### src/rtl/fp_pkg.sv
// Purpose: shared FP32 field widths, operand classes, integer saturation constants
//          and the unpacked-operand record used by the FP pipelines.
// Ports:   none (package only).
package fp_pkg;

  localparam int EXP_W     = 8;
  localparam int MANT_W    = 23;
  localparam int BIAS      = 127;
  localparam int EXP_UNB_W = 10;  // holds -127..+128 with headroom

  typedef enum logic [2:0] {
    FP_ZERO,
    FP_SUBN,
    FP_NORM,
    FP_INF,
    FP_NAN
  } fp_class_e;

  localparam logic [31:0] INT32_MAX  = 32'h7FFF_FFFF;
  localparam logic [31:0] INT32_MIN  = 32'h8000_0000;
  localparam logic [31:0] UINT32_MAX = 32'hFFFF_FFFF;

  // out_flags = {NV, NX}
  localparam int FLAG_NV = 1;
  localparam int FLAG_NX = 0;

  typedef struct packed {
    logic                        sign;
    logic signed [EXP_UNB_W-1:0] exp_unb;  // exp - BIAS
    logic [MANT_W:0]             mag;      // {hidden bit, fraction}
    fp_class_e                   cls;
  } fp_unpacked_t;

endpackage

### src/rtl/fp_to_int_pipe_if.sv
// Purpose: operand/result handshake bundle of the FP32 -> int32 converter.
// Ports:   in_valid/in_ready/in_data/in_signed (operand side),
//          out_valid/out_ready/out_data/out_flags (result side).
//          slave = converter view, master = producer/consumer view.
interface fp_to_int_pipe_if #(
  parameter int WIDTH = 32
);
  logic             in_valid;
  logic             in_ready;
  logic [WIDTH-1:0] in_data;
  logic             in_signed;
  logic             out_valid;
  logic             out_ready;
  logic [WIDTH-1:0] out_data;
  logic [1:0]       out_flags;

  modport slave (
    input  in_valid, in_data, in_signed, out_ready,
    output in_ready, out_valid, out_data, out_flags
  );

  modport master (
    output in_valid, in_data, in_signed, out_ready,
    input  in_ready, out_valid, out_data, out_flags
  );
endinterface

### src/rtl/fp_unpack.sv
// Purpose: combinational FP32 decode into sign, unbiased exponent, magnitude and class.
// Latency: 0 cycles (pure combinational); no backpressure, no state.
// Ports:   fp_dat (FP32 operand in), up (unpacked record out).
module fp_unpack
  import fp_pkg::*;
(
  input  logic [EXP_W+MANT_W:0] fp_dat,
  output fp_unpacked_t          up
);

  logic [EXP_W-1:0]  exp_f;
  logic [MANT_W-1:0] frac_f;

  assign exp_f  = fp_dat[MANT_W +: EXP_W];
  assign frac_f = fp_dat[MANT_W-1:0];

  always_comb begin
    up         = '0;
    up.sign    = fp_dat[EXP_W+MANT_W];
    up.exp_unb = $signed({2'b00, exp_f}) - $signed(EXP_UNB_W'(BIAS));
    // Hidden bit only for normals; subnormals keep a bare fraction.
    up.mag     = {exp_f != '0, frac_f};
    if (exp_f == '1) begin
      up.cls = (frac_f != '0) ? FP_NAN : FP_INF;
    end else if (exp_f == '0) begin
      up.cls = (frac_f != '0) ? FP_SUBN : FP_ZERO;
    end else begin
      up.cls = FP_NORM;
    end
  end

endmodule

### src/rtl/fp_to_int_pipe.sv
// Purpose: FP32 -> int32/uint32 converter (vfcvt.x.f / vfcvt.xu.f) with RISC-V
//          saturation and {NV, NX} flags. Stages: S1 unpack, S2 shift, S3 round/saturate/sign.
// Latency: 3 register stages accept->out_valid, 1 result/cycle while out_ready=1.
// Backpressure: whole pipe advances only when !out_valid || out_ready; in_ready = that advance.
// Ports:   clk, reset (async active-high), io (fp_to_int_pipe_if.slave handshake bundle).
// Build:   FP2INT_RNE_EN defined -> round-to-nearest-even; undefined -> round toward zero.
module fp_to_int_pipe
  import fp_pkg::*;
#(
  parameter int WIDTH  = 32,
  parameter int EXP_W  = fp_pkg::EXP_W,
  parameter int MANT_W = fp_pkg::MANT_W
) (
  input  logic              clk,
  input  logic              reset,
  fp_to_int_pipe_if.slave   io
);

  if (WIDTH != 32 || EXP_W != 8 || MANT_W != 23) begin : g_bad_cfg
    $error("fp_to_int_pipe: only WIDTH=32, EXP_W=8, MANT_W=23 are supported");
  end

  typedef struct packed {
    logic        sign;
    logic        isgn;   // 1 = int32 target
    fp_class_e   cls;
    logic [32:0] mag;    // integer magnitude before rounding
    logic        rnd;    // first discarded bit
    logic        stk;    // OR of remaining discarded bits
    logic        ovf;    // exponent alone exceeds 32-bit range
  } s2_t;

  logic adv;

  // ---------------- S1: unpack ----------------
  fp_unpacked_t up;
  fp_unpacked_t s1_d, s1_q;
  logic         s1_vld_d, s1_vld_q;
  logic         s1_isgn_d, s1_isgn_q;

  // ---------------- S2: shift -----------------
  s2_t  s2_d, s2_q;
  logic s2_vld_d, s2_vld_q;

  // ---------------- S3: output ----------------
  logic             out_vld_d, out_vld_q;
  logic [WIDTH-1:0] out_dat_d, out_dat_q;
  logic [1:0]       out_flg_d, out_flg_q;

  assign adv         = !out_vld_q || io.out_ready;
  assign io.in_ready = adv;
  assign io.out_valid = out_vld_q;
  assign io.out_data  = out_dat_q;
  assign io.out_flags = out_flg_q;

  fp_unpack u_unpack (
    .fp_dat (io.in_data),
    .up     (up)
  );

  always_comb begin
    s1_vld_d  = adv ? io.in_valid : s1_vld_q;
    s1_d      = s1_q;
    s1_isgn_d = s1_isgn_q;
    if (adv && io.in_valid) begin
      s1_d      = up;
      s1_isgn_d = io.in_signed;
    end
  end

  // S2: align the 24-bit magnitude to an integer. For -1 <= e <= 23 the
  // magnitude is placed above 24 zero bits and shifted right, so the integer
  // part, round bit and sticky bits all fall out of one shifter without loss.
  logic signed [EXP_UNB_W-1:0] e_s1;
  logic signed [EXP_UNB_W-1:0] rsh_w;
  logic signed [EXP_UNB_W-1:0] lsh_w;
  logic [47:0]                 ext;

  always_comb begin
    e_s1     = s1_q.exp_unb;
    rsh_w    = 10'sd23 - e_s1;
    lsh_w    = e_s1 - 10'sd23;
    ext      = {s1_q.mag, 24'b0} >> rsh_w[4:0];
    s2_vld_d = adv ? s1_vld_q : s2_vld_q;
    s2_d     = s2_q;
    if (adv && s1_vld_q) begin
      s2_d.sign = s1_q.sign;
      s2_d.isgn = s1_isgn_q;
      s2_d.cls  = s1_q.cls;
      s2_d.mag  = '0;
      s2_d.rnd  = 1'b0;
      s2_d.stk  = 1'b0;
      s2_d.ovf  = 1'b0;
      if (e_s1 < -10'sd1) begin
        // |x| < 0.5 (covers zeros and subnormals): everything is sticky.
        s2_d.stk = |s1_q.mag;
      end else if (e_s1 <= 10'sd23) begin
        s2_d.mag = {9'b0, ext[47:24]};
        s2_d.rnd = ext[23];
        s2_d.stk = |ext[22:0];
      end else if (e_s1 <= 10'sd31) begin
        s2_d.mag = {9'b0, s1_q.mag} << lsh_w[3:0];
      end else begin
        s2_d.ovf = 1'b1;
      end
    end
  end

  // S3: round, range check, then negate.
  logic [32:0]      rmag;
  logic             inexact;
  logic [WIDTH-1:0] sat_pos;
  logic [WIDTH-1:0] sat_neg;
  logic [WIDTH-1:0] res_dat;
  logic [1:0]       res_flg;

  always_comb begin
`ifdef FP2INT_RNE_EN
    rmag = s2_q.mag + {32'b0, s2_q.rnd && (s2_q.stk || s2_q.mag[0])};
`else
    rmag = s2_q.mag;
`endif
    inexact = s2_q.rnd || s2_q.stk;
    sat_pos = s2_q.isgn ? INT32_MAX : UINT32_MAX;
    sat_neg = s2_q.isgn ? INT32_MIN : '0;
    res_dat = '0;
    res_flg = '0;

    if (s2_q.cls == FP_NAN) begin
      res_dat          = sat_pos;
      res_flg[FLAG_NV] = 1'b1;
    end else if (s2_q.cls == FP_INF || s2_q.ovf) begin
      res_dat          = s2_q.sign ? sat_neg : sat_pos;
      res_flg[FLAG_NV] = 1'b1;
    end else if (s2_q.isgn) begin
      // Negative side reaches one further: -2^31 is representable.
      if (rmag > (s2_q.sign ? 33'h0_8000_0000 : 33'h0_7FFF_FFFF)) begin
        res_dat          = s2_q.sign ? sat_neg : sat_pos;
        res_flg[FLAG_NV] = 1'b1;
      end else begin
        res_dat          = s2_q.sign ? (~rmag[31:0] + 32'd1) : rmag[31:0];
        res_flg[FLAG_NX] = inexact;
      end
    end else if (s2_q.sign) begin
      // Negative to unsigned: only values that round to zero are legal.
      if (rmag == '0) begin
        res_flg[FLAG_NX] = inexact;
      end else begin
        res_flg[FLAG_NV] = 1'b1;
      end
    end else if (rmag > 33'h0_FFFF_FFFF) begin
      res_dat          = sat_pos;
      res_flg[FLAG_NV] = 1'b1;
    end else begin
      res_dat          = rmag[31:0];
      res_flg[FLAG_NX] = inexact;
    end
  end

  always_comb begin
    out_vld_d = adv ? s2_vld_q : out_vld_q;
    out_dat_d = out_dat_q;
    out_flg_d = out_flg_q;
    if (adv && s2_vld_q) begin
      out_dat_d = res_dat;
      out_flg_d = res_flg;
    end
  end

  always_ff @(posedge clk or posedge reset) begin
    if (reset) begin
      s1_vld_q  <= 1'b0;
      s1_q      <= '0;
      s1_isgn_q <= 1'b0;
      s2_vld_q  <= 1'b0;
      s2_q      <= '0;
      out_vld_q <= 1'b0;
      out_dat_q <= '0;
      out_flg_q <= '0;
    end else begin
      s1_vld_q  <= s1_vld_d;
      s1_q      <= s1_d;
      s1_isgn_q <= s1_isgn_d;
      s2_vld_q  <= s2_vld_d;
      s2_q      <= s2_d;
      out_vld_q <= out_vld_d;
      out_dat_q <= out_dat_d;
      out_flg_q <= out_flg_d;
    end
  end

endmodule

### src/flat_wrapper.sv
// flat-port wrapper written by rule: the top's interface ports become plain ports
module fp_to_int_pipe_flat import fp_pkg::*;
#(
  parameter int WIDTH  = 32,
  parameter int EXP_W  = fp_pkg::EXP_W,
  parameter int MANT_W = fp_pkg::MANT_W
)
  (clk, reset, io_in_valid, io_in_data, io_in_signed, io_out_ready, io_in_ready, io_out_valid, io_out_data, io_out_flags);
  fp_to_int_pipe_if #(.WIDTH(WIDTH)) io_i ();
  input  logic clk;
  input  logic reset;
  input wire logic [$bits(io_i.in_valid)-1:0] io_in_valid;
  input wire logic [$bits(io_i.in_data)-1:0] io_in_data;
  input wire logic [$bits(io_i.in_signed)-1:0] io_in_signed;
  input wire logic [$bits(io_i.out_ready)-1:0] io_out_ready;
  output wire logic [$bits(io_i.in_ready)-1:0] io_in_ready;
  output wire logic [$bits(io_i.out_valid)-1:0] io_out_valid;
  output wire logic [$bits(io_i.out_data)-1:0] io_out_data;
  output wire logic [$bits(io_i.out_flags)-1:0] io_out_flags;
  assign io_i.in_valid = io_in_valid;
  assign io_i.in_data = io_in_data;
  assign io_i.in_signed = io_in_signed;
  assign io_i.out_ready = io_out_ready;
  assign io_in_ready = io_i.in_ready;
  assign io_out_valid = io_i.out_valid;
  assign io_out_data = io_i.out_data;
  assign io_out_flags = io_i.out_flags;
  fp_to_int_pipe #(.WIDTH(WIDTH), .EXP_W(EXP_W), .MANT_W(MANT_W)) u_core (.clk(clk), .reset(reset), .io(io_i));
endmodule
### config.mk
export PLATFORM = sky130hd
export DESIGN_NAME = fp_to_int_pipe_flat
export DESIGN_NICKNAME = d
export VERILOG_FILES = /design/src/rtl/fp_pkg.sv /design/src/rtl/fp_to_int_pipe_if.sv /design/src/rtl/fp_unpack.sv /design/src/rtl/fp_to_int_pipe.sv /design/src/flat_wrapper.sv
export SDC_FILE = /design/constraint.sdc
export NUM_CORES = 1
export LEC_CHECK = 0
export ABC_AREA = 1
export CAP_MARGIN = 20
export CORE_MARGIN = 2
export CORE_UTILIZATION = 60
export CTS_BUF_LIST = sky130_fd_sc_hd__clkbuf_2 sky130_fd_sc_hd__clkbuf_4 sky130_fd_sc_hd__clkbuf_8
export CTS_CLUSTER_DIAMETER = 120
export DETAILED_ROUTE_END_ITERATION = 10
export PLACE_DENSITY = 0.81
export SLEW_MARGIN = 20
export SYNTH_ARGS = -nofsm -noshare
export SYNTH_HDL_FRONTEND = slang
export SYNTH_SLANG_ARGS = --single-unit
### constraint.sdc
create_clock -name clk -period 6.15 [get_ports clk]
set_clock_uncertainty 0.2 [all_clocks]
set_input_delay 1.5375 -clock clk [delete_from_list [all_inputs] [get_ports clk]]
set_output_delay 1.5375 -clock clk [all_outputs]
set_load 0.05 [all_outputs]
==> flow_summary.json <==
{
  "post_cts_buffers": 0,
  "synth_ff_type": "dfrtp_1",
  "wirelength_um": 33910,
  "synthSimpleGateAreaFrac_pct": 39.66,
  "synth-edff-count": 0,
  "start_util_pct": 61.56,
  "timing.fmax_mhz": 208.4,
  "design_area_sq_um": 11310,
  "dp_hpwl_um": 25210,
  "clkLatencyLatePin_ns": 0.45,
  "worst_pin_slew_ns": 0.9984,
  "cp_max_fo": 5,
  "grt.total_usage_pct": 39.39,
  "cts_max_path_buffers": 2,
  "status": "finished, final reports clean",
  "placed_area_sq_um": 10860,
  "setup_viol_count_final": 0,
  "wire_per_inst_um": 18.12,
  "rows": 47,
  "synthAdderAreaFrac_pct": 4.780,
  "synth_cell_types": 49,
  "required_ns": 4.41,
  "holdPathEnd": "u_core.io.out_flags[0]",
  "drt.antenna.violating_nets": 0,
  "cts-buffers-inserted": 17,
  "drive_above_1_share_pct": 5.330,
  "portBuffers": 72,
  "cts_tree": "yes",
  "grt_pass1_vias": 10690,
  "antenna_cells": 0,
  "max_cap_violations": 0,
  "finalHoldViolCount": 0,
  "instances_no_fill": 1871,
  "slew_viol_final": 0,
  "die_w_um": 134.4,
  "synth_area_leader_cell": "dfrtp_1",
  "cts-htree-levels": 4,
  "syn-num-nets": 1700,
  "synth_cells": 1624,
  "endpoint_kind": "output port",
  "muxShareOfSynthArea_pct": 0.9928,
  "path_class": "input pin to output port",
  "core_region_area_sq_um": 16580,
  "r2r_slack_ns": 2.08,
  "viasPerCell": 6.156,
  "start_kind": "input pin",
  "post-route-drc-count": 0,
  "hold_buffers": 0,
  "period_minus_slack_ns": 4.799,
  "hold_depth": 2,
  "grt_pass1_wl_um": 55780,
  "cts_sinks": 116,
  "place_congestion": 1.027,
  "rsz0062_at_grt": "no",
  "synth_top_area_share_pct": 28.43,
  "cts_root_buffer": "clkbuf_8",
  "dr.pass1.iters": 6,
  "totalNegativeSetupSlack_ns": 0,
  "relSlewSlack_pct": 33.37,
  "fin_crit_sh_pct": 78.03,
  "yosys-top-cells-area": "dfrtp_1, nand2_1, nand3_1",
  "yosysSeqAreaShare_pct": 28.43,
  "power_density_nw_per_um2": 576.8,
  "die_area_sq_um": 18070,
  "vdd_drop_max_mv": 0.3700,
  "syn2layout_area_growth_pct": 10.76,
  "layout.nets": 1715,
  "synth_top_family_by_area": "simple AND/OR/NAND/NOR gates",
  "rr_worst_depth": 14,
  "syn_area_per_cell_sq_um": 6.286,
  "vias": 11520,
  "p_leak_uw": 0.005381,
  "finalPower_uw": 6522,
  "cp_data_arrival_time_ns": 3.06,
  "antenna_found_initial": 0,
  "r2r-end": "u_core.io.out_data[29]",
  "grt_max_degree": 58,
  "fillers": 1601,
  "die_h_um": 134.4,
  "io_pins": 73,
  "yosysWarnings": 0,
  "drt_iter0_drc": 1303,
  "dp_cells": 1840,
  "clk_pin_slew_ns": 0.08,
  "synth_area_sq_um": 10210,
  "r2r-start": "u_core.s2_q[40]",
  "hp-start": "u_core.io.out_flags[0]",
  "cts_resized": 0,
  "hold_class": "register to register",
  "synth_xor_area_share_pct": 0.3309,
  "ys_seq_elements": 116,
  "grt_overflow": 0,
  "synthArstFlopShare_pct": 100.0,
  "synth_compound_area_share_pct": 16.82
}
metal layers:
metal  vias up  share of wire (%)  track usage (%)
li1       5511                  -                -
met1      5262                 39            49.12
met2       588                 46            63.72
met3       156                7.7            7.559
met4         0                6.7            23.16
met5         -                  0                0
cell usage in the layout (no fill, tap or decap), types with 9 or more instances in the layout:
master and n:
nand4_1 33, mux2i_1 9, clkbuf_8 17, nor3_1 14, a21oi_1 81, nor2_1 119, nor2_2 9, inv_2 11
o21ai_0 178, clkdlybuf4s50_1 72, nand3_1 244, inv_1 104, nand2_1 471, nor4_1 11, ha_1 39, buf_4 15
o21ai_1 39, dfrtp_1 115
registers in the layout, summed over array words and instances (netlist names):
register and count:
u_core.rmag 33, u_core.io.out_data 32, u_core.s1_q 28, u_core.e_s1 9, u_core.s2_q 8, u_core.io.out_flags 2, u_core.io.out_valid 1, u_core.s1_isgn_q 1
u_core.s1_vld_q 1, u_core.s2_vld_q 1
Yosys cell counts, types with 2 or more instances:
library cell	count
a21o_1	2
a21oi_1	81
a31oi_1	4
and2_1	3
buf_1	8
buf_2	23
buf_4	5
buf_6	9
clkbuf_1	45
clkinv_1	2
dfrtp_1	116
ha_1	39
inv_1	105
inv_2	11
mux2i_1	9
nand2_1	471
nand2_4	3
nand3_1	244
nand4_1	33
nand4_2	2
nor2_1	121
nor2_2	8
nor2_4	2
nor2_8	2
nor3_1	14
nor4_1	11
o211ai_1	6
o21ai_0	178
o21ai_1	39
o221ai_1	5
o22ai_1	5
worst max-delay path by stage:
stage                  from             end  slack [ns]  cells past startpoint
6_report       io_out_ready     io_in_ready        1.35                      4
3_5_place_dp   io_out_ready     io_in_ready        1.35                      4
5_1_grt        io_out_ready     io_in_ready        1.24                      4
4_1_cts        io_out_ready     io_in_ready        1.34                      4
2_1_floorplan         reset  u_core.e_s1[0]        1.34                      1
3_3_place_gp   io_out_ready     io_in_ready        1.40                      4
logic make-up (layout without fill, tap and decap cells):
logic type / after synthesis / after routing
buf+inv: 210 / 237
compound gates: 326 / 326
simple gates: 920 / 920
fa+ha+maj: 39 / 39
mux: 10 / 10
xor+xnor: 3 / 3
flops: 116 / 116
critical path, stage by stage:
cell             delay, ns
clkdlybuf4s50_1       0.40
nor2_1                0.25
inv_1                 0.15
clkdlybuf4s50_1       0.72
final cells by class:
class,instances,area [sq um],share of cell area (%)
Clock buffer,17,234.0,2.069
Clock inverter,14,203.9,1.804
Inverter,119,451.7,3.995
Multi-Input combinational cell,1298,6405,56.64
Sequential cell,116,2904,25.68
Tap cell,220,275.3,2.434
Timing Repair Buffer,87,833.3,7.370
stage by stage:
step                      util (%)  setup slack [ns]  hold slack (ns)
final                        68.18             1.351           0.2908
after global routing         68.18             1.237           0.3099
after CTS                    68.15             1.338           0.2934
after detailed placement     65.51             1.348           0.2791
after global placement       65.51             1.402           0.2698
after floorplan                  -             1.340           0.2317
where the power goes:
group / leakage [uW] / internal, uW / switching (uW)
clock network: 0.000215 / 445 / 353
registers: 0.00144 / 1050 / 378
logic: 0.00373 / 1290 / 3010
total: 0.00538 / 2790 / 3740
Power figures use the tool's default switching activity.
